**config.mk**
```make
export PLATFORM = sky130hd
export DESIGN_NAME = f_pcgen
export DESIGN_NICKNAME = d
export VERILOG_FILES = /design/src/rtl/f_pcgen.sv
export SDC_FILE = /design/constraint.sdc
export NUM_CORES = 1
export LEC_CHECK = 0
export ABC_AREA = 1
export ABC_CLOCK_PERIOD_IN_PS = 1860
export CORE_MARGIN = 4
export CORE_UTILIZATION = 43
export CTS_CLUSTER_SIZE = 8
export DETAILED_ROUTE_END_ITERATION = 10
export GPL_TIMING_DRIVEN = 1
export PLACE_DENSITY = 0.83
export SYNTH_ARGS = -nofsm -noshare
export SYNTH_HDL_FRONTEND = slang
export SYNTH_SLANG_ARGS = --single-unit
```
**constraint.sdc**
```tcl
create_clock -name clk -period 1.86 [get_ports clk]
set_input_delay 0.279 -clock clk [delete_from_list [all_inputs] [get_ports clk]]
set_output_delay 0.279 -clock clk [all_outputs]
set_load 0.02 [all_outputs]
```
**src/rtl/f_pcgen.sv**
```systemverilog
`default_nettype none
// ============================================================================
// Module   : f_pcgen
// Purpose  : Fetch-stage next-PC generator and instruction memory sequencer.
// Revision : 1.0
// ============================================================================
module f_pcgen #(
  parameter logic [31:0] RESET_PC = 32'h0000_0000,
  parameter int unsigned PC_STEP  = 4
) (
  input  logic        clk,
  input  logic        rst_n,
  input  logic [31:0] F_valP,
  input  logic        D_stall,
  input  logic        br_taken,
  input  logic [31:0] br_target,
  input  logic        jmp_valid,
  input  logic [31:0] jmp_target,
  input  logic        imem_ready,
  input  logic        imem_valid,
  input  logic [31:0] imem_rdata,
  output logic [31:0] f_valP,
  output logic        F_stall,
  output logic        imem_req,
  output logic [31:0] imem_addr,
  output logic [31:0] f_instr,
  output logic        f_instr_valid
);

  localparam logic [31:0] c_pc_step = 32'(PC_STEP);

  typedef enum logic [1:0] {
    S_IDLE = 2'd0,
    S_REQ  = 2'd1,
    S_WAIT = 2'd2,
    S_HOLD = 2'd3
  } state_t;

  state_t      r_state;
  logic [31:0] r_f_instr;
  logic        r_f_instr_valid;
  logic        r_pend_valid;
  logic [31:0] r_pend_tgt;

  logic        w_redir_cur;
  logic [31:0] w_redir_tgt;
  logic        w_redir_any;
  logic [31:0] w_any_tgt;
  logic [31:0] w_seq_pc;
  logic        w_wait_redir;
  logic        w_hold_upd;

  // Branch wins over jump; a live redirect wins over the stored one.
  assign w_redir_cur  = br_taken | jmp_valid;
  assign w_redir_tgt  = br_taken ? br_target : jmp_target;
  assign w_redir_any  = w_redir_cur | r_pend_valid;
  assign w_any_tgt    = w_redir_cur ? w_redir_tgt : r_pend_tgt;
  assign w_seq_pc     = F_valP + c_pc_step;
  assign w_wait_redir = (r_state == S_WAIT) && imem_valid && w_redir_any;
  assign w_hold_upd   = (r_state == S_HOLD) && (w_redir_cur || !D_stall);

  always_comb begin
    f_valP  = w_seq_pc;
    F_stall = 1'b1;
    if (!rst_n) begin
      f_valP = RESET_PC;
    end else if (w_wait_redir) begin
      f_valP  = w_any_tgt;
      F_stall = 1'b0;
    end else if (w_hold_upd) begin
      F_stall = 1'b0;
      if (w_redir_cur) begin
        f_valP = w_redir_tgt;
      end
    end
  end

  assign imem_req      = rst_n && (r_state == S_REQ);
  assign imem_addr     = F_valP;
  assign f_instr       = r_f_instr;
  assign f_instr_valid = r_f_instr_valid;

  always_ff @(posedge clk) begin
    if (!rst_n) begin
      r_state         <= S_IDLE;
      r_f_instr       <= 32'h0;
      r_f_instr_valid <= 1'b0;
      r_pend_valid    <= 1'b0;
      r_pend_tgt      <= RESET_PC;
    end else begin
      case (r_state)
        S_IDLE: begin
          r_state <= S_REQ;
          if (w_redir_cur) begin
            r_pend_valid <= 1'b1;
            r_pend_tgt   <= w_redir_tgt;
          end
        end
        S_REQ: begin
          if (imem_ready) begin
            r_state <= S_WAIT;
          end
          if (w_redir_cur) begin
            r_pend_valid <= 1'b1;
            r_pend_tgt   <= w_redir_tgt;
          end
        end
        S_WAIT: begin
          if (imem_valid) begin
            if (w_redir_any) begin
              r_state      <= S_REQ;
              r_pend_valid <= 1'b0;
            end else begin
              r_state         <= S_HOLD;
              r_f_instr       <= imem_rdata;
              r_f_instr_valid <= 1'b1;
            end
          end else if (w_redir_cur) begin
            r_pend_valid <= 1'b1;
            r_pend_tgt   <= w_redir_tgt;
          end
        end
        S_HOLD: begin
          if (w_hold_upd) begin
            r_state         <= S_REQ;
            r_f_instr_valid <= 1'b0;
            r_pend_valid    <= 1'b0;
          end
        end
        default: r_state <= S_IDLE;
      endcase
    end
  end

endmodule
`default_nettype wire

```
==> flow_metrics.tcl <==
set metrics [dict create \
    fillers 678 \
    syn_avg_cell_area_um2 5.74 \
    outcome "complete, but fails checks" \
    area.growth.synth_to_final_pct 89.4 \
    drt-total-wl_um 24300 \
    grt_start_max_net_pins 65 \
    p_sw_share_pct 32.1 \
    grt_busiest_layer "met2" \
    drtIter0Drc 579 \
    gp_congestion 0.929 \
    critPathArrivalTime_ps 1870 \
    grt_pass1_wl_um 36000 \
    max_slew_margin_pct 71.1 \
    syn_inst 900 \
    drv_cap 0 \
    period_share_pct 116 \
    ant_nets 0 \
    vias_per_cell 5.47 \
    p_int_mw 3.44 \
    synth-seq-area-share_pct 26.4 \
    place_area_mm2 0.00828 \
    wl_per_cell_um 17.6 \
    syn_nets 1040 \
    drv_slew 0 \
    drt_pass1_iterations 6 \
    yosys_warnings 0 \
    port_buffers 233 \
    min_from "rst_n" \
    post-place-ws_ps -1020 \
    ys_ff_latch 68 \
    power.leakage_nw 4.33 \
    power_frac_seq_pct 31.4 \
    fin_skew_ps 10.4 \
    failed_checks "negative setup slack" \
    setup_violations 33 \
    final_util_pct 84.6 \
    vias 7539 \
    yosys.area.top_type_share_pct 26.4 \
    cts_buffers 9 \
    synthTopCellsByCount "nand2_1, a21oi_1, nor2_1" \
    timing.rr.start "r_state[0]$_SDFFE_PN0P_" \
    dpl.cell_count 1324 \
    start_util_pct 44.7 \
    htree_num_levels 3 \
    p_sw_mw 1.62 \
    synth.distinct_cells 29 \
    grtUsageMet1_pct 34.9 \
    yosysMostFrequentCell "nand2_1" \
    synth_area_leaders "dfxtp_1, a21oi_1, nand2_1, nor2_1, inv_1" \
    reg2reg_depth 8 \
    synth_edf_count 0 \
    end_kind "output pin" \
    drive_gt1_share_pct 31.0 \
    clkPwrFrac_pct 33.4 \
    fin_area_mm2 0.00978 \
    core_mm2 0.0116 \
    final-instance-count-excl-fill 1377 \
    crit_path_start_kind "flop" \
    grt_pass1_vias 7281 \
    r2r_end "r_pend_tgt[19]$_SDFFE_PN0P_" \
    setup_tns_ps -7280 \
    crit_fanout 7 \
    grtUsageTotal_pct 31.6 \
    power.density_mw_per_mm2 518 \
    cts_tree "yes" \
    irDropWorstVdd_uv 621 \
    clock_tree.buffer_depth 2 \
    ys_async_sr_fraction_pct 0 \
    whs_endpoint "r_pend_tgt[18]$_SDFFE_PN0P_" \
    ys.flop_type "dfxtp_1" \
    grt_overflow 0 \
    grtUsageMet2_pct 54.2 \
    diodes 0 \
    p_comb_share_pct 35.2 \
    crit_type "reg2out" \
    clock_latency_ps 330 \
    synth_area_mm2 0.00516 \
    hold_viol_final 0 \
    synth.largest_area_cell "dfxtp_1" \
    antenna_found_initial 0 \
    required_ps 1580 \
    root_buffer "clkbuf_16" \
    worst-slew-pin-transition_ps 434 \
    die-area_mm2 0.0138 \
    drc 0 \
    period_needed_ps 2150 \
    r2r_slack_ps 260 \
    die_width_um 118 \
    detailed_place_hpwl_um 15900 \
    cts.clk_slew.worst_paths_ps 60 \
    fin_nets 1369 \
    clock-sinks 68 \
    rsz0062_at_grt "true" \
    setup_ws_ps -291 \
    fp.dieH_um 118 \
    use_met3_pct 9.32 \
    hold_depth 4 \
    hp-class "in2reg" \
    max_freq_mhz 465 \
    ios 234 \
    fp-row-count 39 \
]
worst max path at each step:
stage                            start          to  slack [ps]  cells after the start
2_1_floorplan  r_state[0]$_SDFFE_PN0P_  f_valP[11]          50                      7
3_3_place_gp                  br_taken  f_valP[18]       -1010                     11
3_5_place_dp                 F_valP[2]  f_valP[18]       -1020                     11
4_1_cts        r_state[0]$_SDFFE_PN0P_  f_valP[31]        -240                     11
5_1_grt        r_state[0]$_SDFFE_PN0P_   f_valP[7]        -370                     11
6_report       r_state[0]$_SDFFE_PN0P_   f_valP[7]        -290                     11
kinds of logic (layout without fill, tap and decap cells):
kind of cell	Yosys count	in the layout	synth area share (%)
AND/OR/NAND/NOR	363	363	28.6
AO/OA/AOI/OAI	266	266	26.2
buffers and inverters	198	532	17.6
flip-flops	68	68	26.4
adder cells (fa/ha/maj)	5	5	1.21
sequential cells by signal, summed over array words and instances (netlist names):
register / count
f_instr: 32
r_pend_tgt: 32
r_state: 2
f_instr_valid: 1
r_pend_valid: 1
routing by layer:
metal / wire (um) / up-vias
li1: - / 3542
met1: 8530 / 3403
met2: 11600 / 474
met3: 2690 / 120
met4: 1470 / 0
met5: 0 / -
cells in the final DEF (no fill, tap or decap), types with 39 or more instances in the layout:
master,n
a21oi_1,108
clkdlybuf4s50_1,166
o21ai_1,45
buf_4,138
o21ai_0,45
nand2_1,145
nor2_1,99
dfxtp_1,66
a21oi_2,39
inv_1,110
power groups by stage:
stage	registers, mW	logic [mW]	clock network (mW)
6_report	1.59	1.78	1.69
5_1_grt	1.59	1.89	1.77
3_5_place_dp	1.60	1.47	0
4_1_cts	1.58	1.63	1.70
2_1_floorplan	1.60	0.684	0
3_3_place_gp	1.60	1.45	0
repair_timing:
| item | 4_1_cts | 5_1_grt |
|---|---|---|
| gates cloned | 7 | 0 |
| hold endpoints to repair | 0 | 0 |
| pin swaps | 42 | 27 |
| endpoints found under the setup margin | 38 | 33 |
| gates resized for setup | 391 | 100 |
| setup buffers | 21 | 13 |
| hold buffers | 0 | 0 |
final cells by class:
class                      instances  area [um2]  share of cell area, %
clock buffer                      10         229                   2.34
sequential                        68        1370                   14.0
multi-input combinational        634        3600                   36.9
clock inverter                     6        63.8                  0.652
timing repair buffer             396        3860                   39.5
tap                              143         179                   1.83
inverter                         120         477                   4.87
through the flow:
step           hold slack, ps  power (mW)
2_1_floorplan             455        2.29
3_3_place_gp              429        3.05
3_5_place_dp              435        3.07
4_1_cts                   372        4.92
5_1_grt                   406        5.26
6_report                  404        5.06
worst max-delay path, stage by stage, from the launching register on:
cell	delay, ps
dfxtp_4	360
inv_4	60
ha_4	140
nand2_4	60
nor2_4	180
buf_6	130
buf_6	120
a21oi_2	40
o21ai_1	90
nand2_1	90
a21oi_2	130
buf_6	140
No activity file was read; power rests on OpenSTA's default activity.
